<file path="src/rtl/edt_tdr_access_sequencer.sv">
// rtl/edt_tdr_access_sequencer.sv - IJTAG capture/shift/update sequencer for one EDT control TDR
// Optional write read-back verify pass: define EDT_TDR_SEQ_VERIFY_EN.
module edt_tdr_access_sequencer #(
    parameter int TDR_LEN = 2,
    parameter int CNT_W   = $clog2(TDR_LEN + 1)
) (
    input  logic               ijtag_tck,
    input  logic               ijtag_reset,
    input  logic               req_valid,
    output logic               req_ready,
    input  logic               req_write,
    input  logic [TDR_LEN-1:0] req_wdata,
    output logic               resp_valid,
    output logic [TDR_LEN-1:0] resp_rdata,
    output logic               resp_mismatch,
    output logic               busy,
    output logic               ijtag_sel,
    output logic               ijtag_ce,
    output logic               ijtag_se,
    output logic               ijtag_ue,
    output logic               ijtag_si,
    input  logic               ijtag_so
);

`ifdef EDT_TDR_SEQ_VERIFY_EN
    typedef enum logic [2:0] {
        ST_IDLE, ST_CAPTURE, ST_SHIFT, ST_UPDATE, ST_DONE,
        ST_VCAPTURE, ST_VSHIFT, ST_VCOMPARE
    } state_t;
`else
    typedef enum logic [2:0] {
        ST_IDLE, ST_CAPTURE, ST_SHIFT, ST_UPDATE, ST_DONE
    } state_t;
`endif

    localparam logic [CNT_W-1:0] LAST = CNT_W'(TDR_LEN - 1);

    state_t             state;
    logic [CNT_W-1:0]   count;
    logic               write_q;
    logic [TDR_LEN-1:0] data_q;
    logic [TDR_LEN-1:0] data_shr;
    logic [TDR_LEN-1:0] rdata_shr;

    // Captured bits enter at the MSB so that after TDR_LEN shifts bit i holds sample i.
    assign data_shr  = data_q >> 1;
    assign rdata_shr = TDR_LEN'({ijtag_so, resp_rdata} >> 1);

`ifdef EDT_TDR_SEQ_VERIFY_EN
    logic [TDR_LEN-1:0] wdata_q;
    logic [TDR_LEN-1:0] vcap_q;
    logic [TDR_LEN-1:0] vcap_shr;
    logic               mismatch_q;

    assign vcap_shr      = TDR_LEN'({ijtag_so, vcap_q} >> 1);
    assign resp_mismatch = mismatch_q;
`else
    assign resp_mismatch = 1'b0;
`endif

    always_ff @(posedge ijtag_tck or negedge ijtag_reset) begin
        if (!ijtag_reset) begin
            state      <= ST_IDLE;
            count      <= '0;
            write_q    <= 1'b0;
            data_q     <= '0;
            req_ready  <= 1'b1;
            resp_valid <= 1'b0;
            resp_rdata <= '0;
            busy       <= 1'b0;
            ijtag_sel  <= 1'b0;
            ijtag_ce   <= 1'b0;
            ijtag_se   <= 1'b0;
            ijtag_ue   <= 1'b0;
            ijtag_si   <= 1'b0;
`ifdef EDT_TDR_SEQ_VERIFY_EN
            wdata_q    <= '0;
            vcap_q     <= '0;
            mismatch_q <= 1'b0;
`endif
        end else begin
            case (state)
                ST_IDLE: begin
                    if (req_valid) begin
                        write_q   <= req_write;
                        data_q    <= req_wdata;
                        req_ready <= 1'b0;
                        busy      <= 1'b1;
                        ijtag_sel <= 1'b1;
                        ijtag_ce  <= 1'b1;
                        state     <= ST_CAPTURE;
`ifdef EDT_TDR_SEQ_VERIFY_EN
                        wdata_q    <= req_wdata;
                        mismatch_q <= 1'b0;
`endif
                    end
                end
                ST_CAPTURE: begin
                    ijtag_ce <= 1'b0;
                    ijtag_se <= 1'b1;
                    ijtag_si <= data_q[0];
                    count    <= '0;
                    state    <= ST_SHIFT;
                end
                ST_SHIFT: begin
                    data_q     <= data_shr;
                    resp_rdata <= rdata_shr;
                    if (count == LAST) begin
                        ijtag_se <= 1'b0;
                        ijtag_si <= 1'b0;
                        if (write_q) begin
                            ijtag_ue <= 1'b1;
                            state    <= ST_UPDATE;
                        end else begin
                            ijtag_sel  <= 1'b0;
                            resp_valid <= 1'b1;
                            state      <= ST_DONE;
                        end
                    end else begin
                        count    <= count + 1'b1;
                        ijtag_si <= data_shr[0];
                    end
                end
                ST_UPDATE: begin
                    ijtag_ue <= 1'b0;
`ifdef EDT_TDR_SEQ_VERIFY_EN
                    // Re-arm the original write value and read the TDR back.
                    data_q   <= wdata_q;
                    ijtag_ce <= 1'b1;
                    state    <= ST_VCAPTURE;
`else
                    ijtag_sel  <= 1'b0;
                    resp_valid <= 1'b1;
                    state      <= ST_DONE;
`endif
                end
`ifdef EDT_TDR_SEQ_VERIFY_EN
                ST_VCAPTURE: begin
                    ijtag_ce <= 1'b0;
                    ijtag_se <= 1'b1;
                    ijtag_si <= data_q[0];
                    count    <= '0;
                    state    <= ST_VSHIFT;
                end
                ST_VSHIFT: begin
                    data_q <= data_shr;
                    vcap_q <= vcap_shr;
                    if (count == LAST) begin
                        ijtag_se <= 1'b0;
                        ijtag_si <= 1'b0;
                        state    <= ST_VCOMPARE;
                    end else begin
                        count    <= count + 1'b1;
                        ijtag_si <= data_shr[0];
                    end
                end
                // Compare in its own cycle so the last read-back bit is already registered.
                ST_VCOMPARE: begin
                    mismatch_q <= (vcap_q != wdata_q);
                    ijtag_sel  <= 1'b0;
                    resp_valid <= 1'b1;
                    state      <= ST_DONE;
                end
`endif
                ST_DONE: begin
                    resp_valid <= 1'b0;
                    busy       <= 1'b0;
                    req_ready  <= 1'b1;
                    state      <= ST_IDLE;
                end
                default: begin
                    state     <= ST_IDLE;
                    req_ready <= 1'b1;
                    busy      <= 1'b0;
                    ijtag_sel <= 1'b0;
                    ijtag_ce  <= 1'b0;
                    ijtag_se  <= 1'b0;
                    ijtag_ue  <= 1'b0;
                    ijtag_si  <= 1'b0;
                end
            endcase
        end
    end

endmodule
</file>
<file path="config.mk">
export PLATFORM = sky130hd
export DESIGN_NAME = edt_tdr_access_sequencer
export DESIGN_NICKNAME = d
export VERILOG_FILES = /design/src/rtl/edt_tdr_access_sequencer.sv
export SDC_FILE = /design/constraint.sdc
export NUM_CORES = 1
export LEC_CHECK = 0
export CORE_UTILIZATION = 40
export CTS_CLUSTER_DIAMETER = 120
export DETAILED_ROUTE_END_ITERATION = 8
export GPL_ROUTABILITY_DRIVEN = 0
export PLACE_DENSITY_LB_ADDON = 0.12
export SYNTH_ARGS = -nofsm -noshare
export SYNTH_HDL_FRONTEND = slang
export SYNTH_SLANG_ARGS = --single-unit
</file>
<file path="constraint.sdc">
create_clock -name ijtag_tck -period 1.9 [get_ports ijtag_tck]
set_clock_uncertainty 0.15 [all_clocks]
set_input_delay 0.38 -clock ijtag_tck [delete_from_list [all_inputs] [get_ports ijtag_tck]]
set_output_delay 0.38 -clock ijtag_tck [all_outputs]
set_load 0.005 [all_outputs]
</file>
==> metrics.txt, run 1 <==
nets 115; Peak VDD IR 0.926 mV; Worst R2R End count[1]; Yosys top cell area share 0.476; arrival time worst endpoint 1.34 ns; run status completed; Row Count 16; syn nets 94; Worst Reg-to-Reg Cells 4; Vias 717; Yosys top cell by area dfrtp_1; mapped cell area 893 um2; Fin. Hold Viols 0; Seq pwr share 0.372; routed length per instance 14.7 um; DRC errors left 0; Post-Route WL 1960 um; hold buffer count at CTS 0; crit path max fanout 2; Post-Syn Area per Cell 10.4 um2; Area growth, synth to finish 26.6%; initial antenna violation count 0; CTS root buffer clkbuf_4; CTS Sinks 18; final clock period utilization by the worst path 0.983; antenna fix cells 0; Initial Utilization 0.442; sequential fraction of the synthesis area 0.506; Die Width 49.3 um; TritonCTS Buffers 3; yosys warns 0; Crit. End Element output port; Synth Instances 86; R2R setup slack 0.30 ns; first-pass GRT wire length 3330 um; Port Buf Inserts 16; Max Cap Viol 0; family with the most delay on the worst path flip-flops; largest cells by area after synthesis dfrtp_1 48%, o21ai_0 3.9%, dfstp_2 2.9%, nand2b_1 2.8%, a21o_1 2.5%; pin count of the biggest net entering global routing 20; CP required 1.37 ns; Max clock buf depth 2; Buf/Inv on CP 1; cell count along the critical path 1; Logic pwr share 0.504; number of setup buffers added after CTS 0; R2R Path Start count[0]; Final TNS setup 0 ns; Hold Path Class input port to async pin; I/O pins 18; Clock Latency Late Sink 0.30 ns; FF+latch count, synth 18; final slew viol count 0; dpl hpwl 1390 um; count of cell types in the netlist 39; clock network fraction of design power 0.124; CTS tree yes; unrepaired setup endpoints after global routing false; Critical path origin req_ready; share of cells above drive strength 1 0.151; Psw 0.725 mW; drt via density 5.39; post-CTS sizing 0; CP Cell Sequence clkdlybuf4s50_1; setup violators final 0; Max stage delay on crit path 0.54 ns; Main synth FF type dfrtp_1; final instance area 0.00113 mm2; CP Capture Point req_ready; aggregate global-route resource usage 0.183; Pwr Density 1700 mW/mm2; Setup CP Type flip-flop to output port; placed cell area 0.00109 mm2; H-tree depth 1; Post-synth EDFFs 0; P_int 1.20 mW; Core Area 0.00202 mm2; fin crit period 1.87 ns; Startpoint Class flip-flop; die area 0.00243 mm2; FFs w/ async S/R, synth 1.00; gr ovfl total 0; Max Clk Rate 535 MHz; switching portion of total power 0.377; crit path max-delay cell type dfstp_2; initial DRC count 8; vias in the first global route 706; Pleak 0.497 nW; Antenna Nets Post-Route 0; DRT Pass-1 Iters 4; die height 49.3 um; clk slew on worst S/H paths 0.11 ns
[worst reg2reg max path, cell delays in order, from the launching register on]
cell and delay [ns]:
dfrtp_1 0.43, ha_1 0.28, or3_1 0.36, o22ai_1 0.17, a22o_1 0.16
[cells in the mapped netlist (2+ instances only)]
cell      count
inv_1         5
nor2_1        4
mux2_2        2
a22o_1        2
a22oi_1       2
dfrtp_1      17
buf_2         3
o31ai_1       2
o21ai_0       7
nand2b_1      4
a21boi_0      2
a21oi_1       4
nand2_1       4
a21o_1        3
[metal layers]
metal  track usage  up-vias  part of all wire
met3        0.0685        0             0.056
met2         0.299       24              0.48
met4        0.0245        0                 0
met1         0.233      351              0.46
met5             0        -                 0
li1              -      342                 -
[cell usage in the layout, fill, tap and decap left out, drive strengths merged, types with 2 or more instances in the layout]
| master | n |
|---|---|
| a21oi | 4 |
| a21o | 3 |
| inv | 5 |
| clkbuf | 4 |
| a22o | 2 |
| buf | 6 |
| o21ai | 8 |
| nand2b | 4 |
| a22oi | 2 |
| dfrtp | 17 |
| nor2 | 5 |
| nand2 | 4 |
| o31ai | 2 |
| a21boi | 2 |
| mux2 | 3 |
| clkdlybuf4s50 | 16 |
[flip-flops by register name (all words and copies together), names as in the netlist]
name,count
data_q,2
resp_valid,1
state,3
busy,1
ijtag_ue,1
count,2
resp_rdata,2
ijtag_se,1
write_q,1
ijtag_si,1
ijtag_sel,1
req_ready,1
ijtag_ce,1
[power groups by stage]
stage | sequential [mW] | combinational, mW | clock (mW)
6_report | 0.716 | 0.970 | 0.240
5_1_grt | 0.741 | 1.08 | 0.259
4_1_cts | 0.717 | 0.972 | 0.244
3_5_place_dp | 0.724 | 0.967 | 0
3_3_place_gp | 0.717 | 0.934 | 0
2_1_floorplan | 0.685 | 0.620 | 0
[metrics by stage]
stage | total power [mW] | utilization | hold slack [ns] | worst slack, ns | std cells
after global placement | 1.65 | 0.541 | 0.339 | -0.0194 | 129
after global routing | 2.08 | 0.559 | 0.274 | 0.00186 | 133
after detailed placement | 1.69 | 0.541 | 0.344 | -0.0246 | 129
after floorplan | 1.30 | - | -0.0656 | 0.409 | 86
after CTS | 1.93 | 0.559 | 0.256 | 0.0240 | 133
final | 1.93 | 0.559 | 0.251 | 0.0317 | 133
[how the worst min path moves through the flow]
stage / endpoint / slack (ns) / depth (start not counted)
3_3_place_gp: count[1] / 0.34 / 1
5_1_grt: state[0] / 0.27 / 2
3_5_place_dp: count[1] / 0.34 / 1
6_report: busy / 0.25 / 2
4_1_cts: write_q / 0.26 / 2
2_1_floorplan: busy / -0.07 / 0
[final cells by class]
cell class / count / area, um2
Timing Repair Buffer: 22 / 205
Tap cell: 27 / 33.8
Fill cell: 191 / 891
Sequential cell: 18 / 452
Inverter: 5 / 18.8
Multi-Input combinational cell: 57 / 385
Clock buffer: 4 / 36.3
[kinds of logic after synthesis]
kind of cell | Yosys count | share of synthesized area
AOI/OAI and AO/OA | 30 | 0.225
and+or+nand+nor | 21 | 0.139
DFF | 18 | 0.506
buffers and inverters | 11 | 0.0630
muxes | 4 | 0.0490
adders and majority gates | 1 | 0.0140
other | 1 | 0.00420
No activity file was read; power rests on OpenSTA's default activity.
==> run 2: changes to the inputs <==
--- a/config.mk
+++ b/config.mk
@@ -9,7 +9,8 @@
 export CTS_CLUSTER_DIAMETER = 120
 export DETAILED_ROUTE_END_ITERATION = 8
 export GPL_ROUTABILITY_DRIVEN = 0
-export PLACE_DENSITY_LB_ADDON = 0.12
+export PLACE_DENSITY = 0.7
+export SKIP_CTS_REPAIR_TIMING = 1
 export SYNTH_ARGS = -nofsm -noshare
 export SYNTH_HDL_FRONTEND = slang
 export SYNTH_SLANG_ARGS = --single-unit
==> run 2 against run 1 <==
  * Global-route usage is 1.9 points lower
  * Sequential cell count stayed put
  * Core utilization is 0.37 points higher
  * Worst hold slack better by 0.0013 ns
  * Final cell count is 0.75% higher
  * Non-clock buffer count is 1 higher
  * Critical path type unchanged
  * Highest routed layer unchanged
==> metrics.txt, run 2 (synthesized netlist as in run 1, its figures left out) <==
run status completed; P_int 1.21 mW (+0.68%); Finished Layout Cells 134 (+0.75%); area taken by multi-input logic gates 385 um2 (unchanged); unrepaired setup endpoints after global routing false; family with the most delay on the worst path flip-flops; CTS tree yes; fin crit period 1.85 ns (-0.0213 ns); most frequent cells in the layout 17 x dfrtp_1, 16 x clkdlybuf4s50_1, 7 x o21ai_0, 7 x buf_4, 5 x inv_1; Fin. Hold Viols 0 (unchanged); CP required 1.37 ns (about the same); crit path max-delay cell type dfstp_2; DRT Pass-1 Iters 4 (unchanged); final clock period utilization by the worst path 0.972 (-0.0112); clock network fraction of design power 0.124 (about the same); antenna fix cells 0 (unchanged); dpl hpwl 1220 um (-12%); Area growth, synth to finish 27.5%; FF+latch area 452 um2 (unchanged); die height 49.3 um (unchanged); switching portion of total power 0.365 (-0.0119); Startpoint Class flip-flop; initial antenna violation count 0 (unchanged); Psw 0.694 mW (-4.3%); Max clock buf depth 2 (unchanged); worst hold slack 0.252 ns (+0.00128 ns); max reg flops 3 (unchanged); crit path max fanout 2 (unchanged); Antenna Nets Post-Route 0 (unchanged); share of cells above drive strength 1 0.159 (+0.00794); setup violators final 0 (unchanged); gr ovfl total 0 (unchanged); Row Count 16 (unchanged); first-pass GRT wire length 3070 um (-7.9%); Peak VDD IR 0.783 mV (-15%); TritonCTS Buffers 3 (unchanged); Core Area 0.00202 mm2 (unchanged); final slew viol count 0 (unchanged); Vias 695 (-3.1%); Hold Path Class input port to async pin; Clock Latency Late Sink 0.30 ns (about the same); H-tree depth 1 (unchanged); Max stage delay on crit path 0.54 ns (about the same); Port Buf Inserts 16 (unchanged); placed cell count 129 (unchanged); Pleak 0.503 nW (+1.0%); Post-Route WL 1750 um (-11%); pin count of the biggest net entering global routing 20 (unchanged); clk slew on worst S/H paths 0.10 ns (about the same); Logic pwr share 0.503 (about the same); Initial Utilization 0.442 (unchanged); Max Clk Rate 541 MHz (+1.2%); nets 116 (+0.87%); Max Cap Viol 0 (unchanged); Setup CP Type flip-flop to output port; Die Width 49.3 um (unchanged); initial DRC count 10 (+2); Reg with most FFs state; # fillers 183 (-4.2%); drt via density 5.19 (-3.8%); Crit. End Element output port; vias in the first global route 706 (unchanged); Seq pwr share 0.373 (about the same); Buf/Inv on CP 1 (unchanged); aggregate global-route resource usage 0.164 (-0.0186); CTS Sinks 18 (unchanged); die area 0.00243 mm2 (unchanged); arrival time worst endpoint 1.32 ns (-0.02 ns); commonest non-fill, non-tap cell in the layout dfrtp_1; DRC errors left 0 (unchanged); CTS root buffer clkbuf_4; CP Cell Sequence clkdlybuf4s50_1; I/O pins 18 (unchanged); routed length per instance 13.0 um (-11%); Pwr Density 1670 mW/mm2 (-1.9%)
==> run 2: cell count changes in the layout (fill, tap and decap cells not counted) <==
cell / before / now
buf_4: 6 / 7
==> run 2: worst paths after layout <==
kind	start	endpoint	slack, ns	depth (start not counted)
setup / recovery	req_ready	req_ready	0.05	1
hold / removal	ijtag_reset	ijtag_ue	0.25	2
setup reg to reg	state[2]	resp_rdata[0]	0.35	3
hold reg to reg	ijtag_ce	ijtag_ce	0.37	1
max in group asynchronous	ijtag_reset	req_ready	1.08	2
min in group ijtag_tck	ijtag_ce	ijtag_ce	0.37	1
==> run 2: cell type report <==
cell class                      instances  share of cell area
Tap cell                               27              0.0297
Inverter                                5              0.0165
Timing Repair Buffer                   23               0.187
Clock buffer                            4              0.0319
Sequential cell                        18               0.397
Multi-Input combinational cell         57               0.338
==> run 2: routing by layer <==
metal	track usage	up-vias	wire, um
met5	0	-	0
met4	0.0147	0	0
met3	0.0467	0	70
met2	0.281	16	821
met1	0.212	329	852
li1	-	350	-
==> run 2: per-stage QoR <==
step	total power, mW	instance area [um2]	setup slack [ns]	util	setup TNS, ns
2_1_floorplan	1.30	893	0.409	-	0
3_3_place_gp	1.63	1090	-0.0260	0.541	-0.0260
3_5_place_dp	1.67	1090	-0.0524	0.541	-0.0524
4_1_cts	1.91	1130	0.0333	0.559	0
5_1_grt	2.05	1140	0.0119	0.563	0
6_report	1.90	1140	0.0530	0.563	0
==> run 2: worst register-to-register path, cell delays in order (launching register included) <==
cell,delay (ns)
dfrtp_1,0.64
nor2_1,0.18
nand2_1,0.15
mux2_2,0.34
==> run 2: power by group through the flow <==
stage	sequential [mW]	clock, mW	combinational, mW
floorplan	0.685	0	0.620
CTS	0.712	0.245	0.951
global placement	0.709	0	0.925
detailed placement	0.720	0	0.946
global route	0.737	0.255	1.06
finish	0.710	0.236	0.957
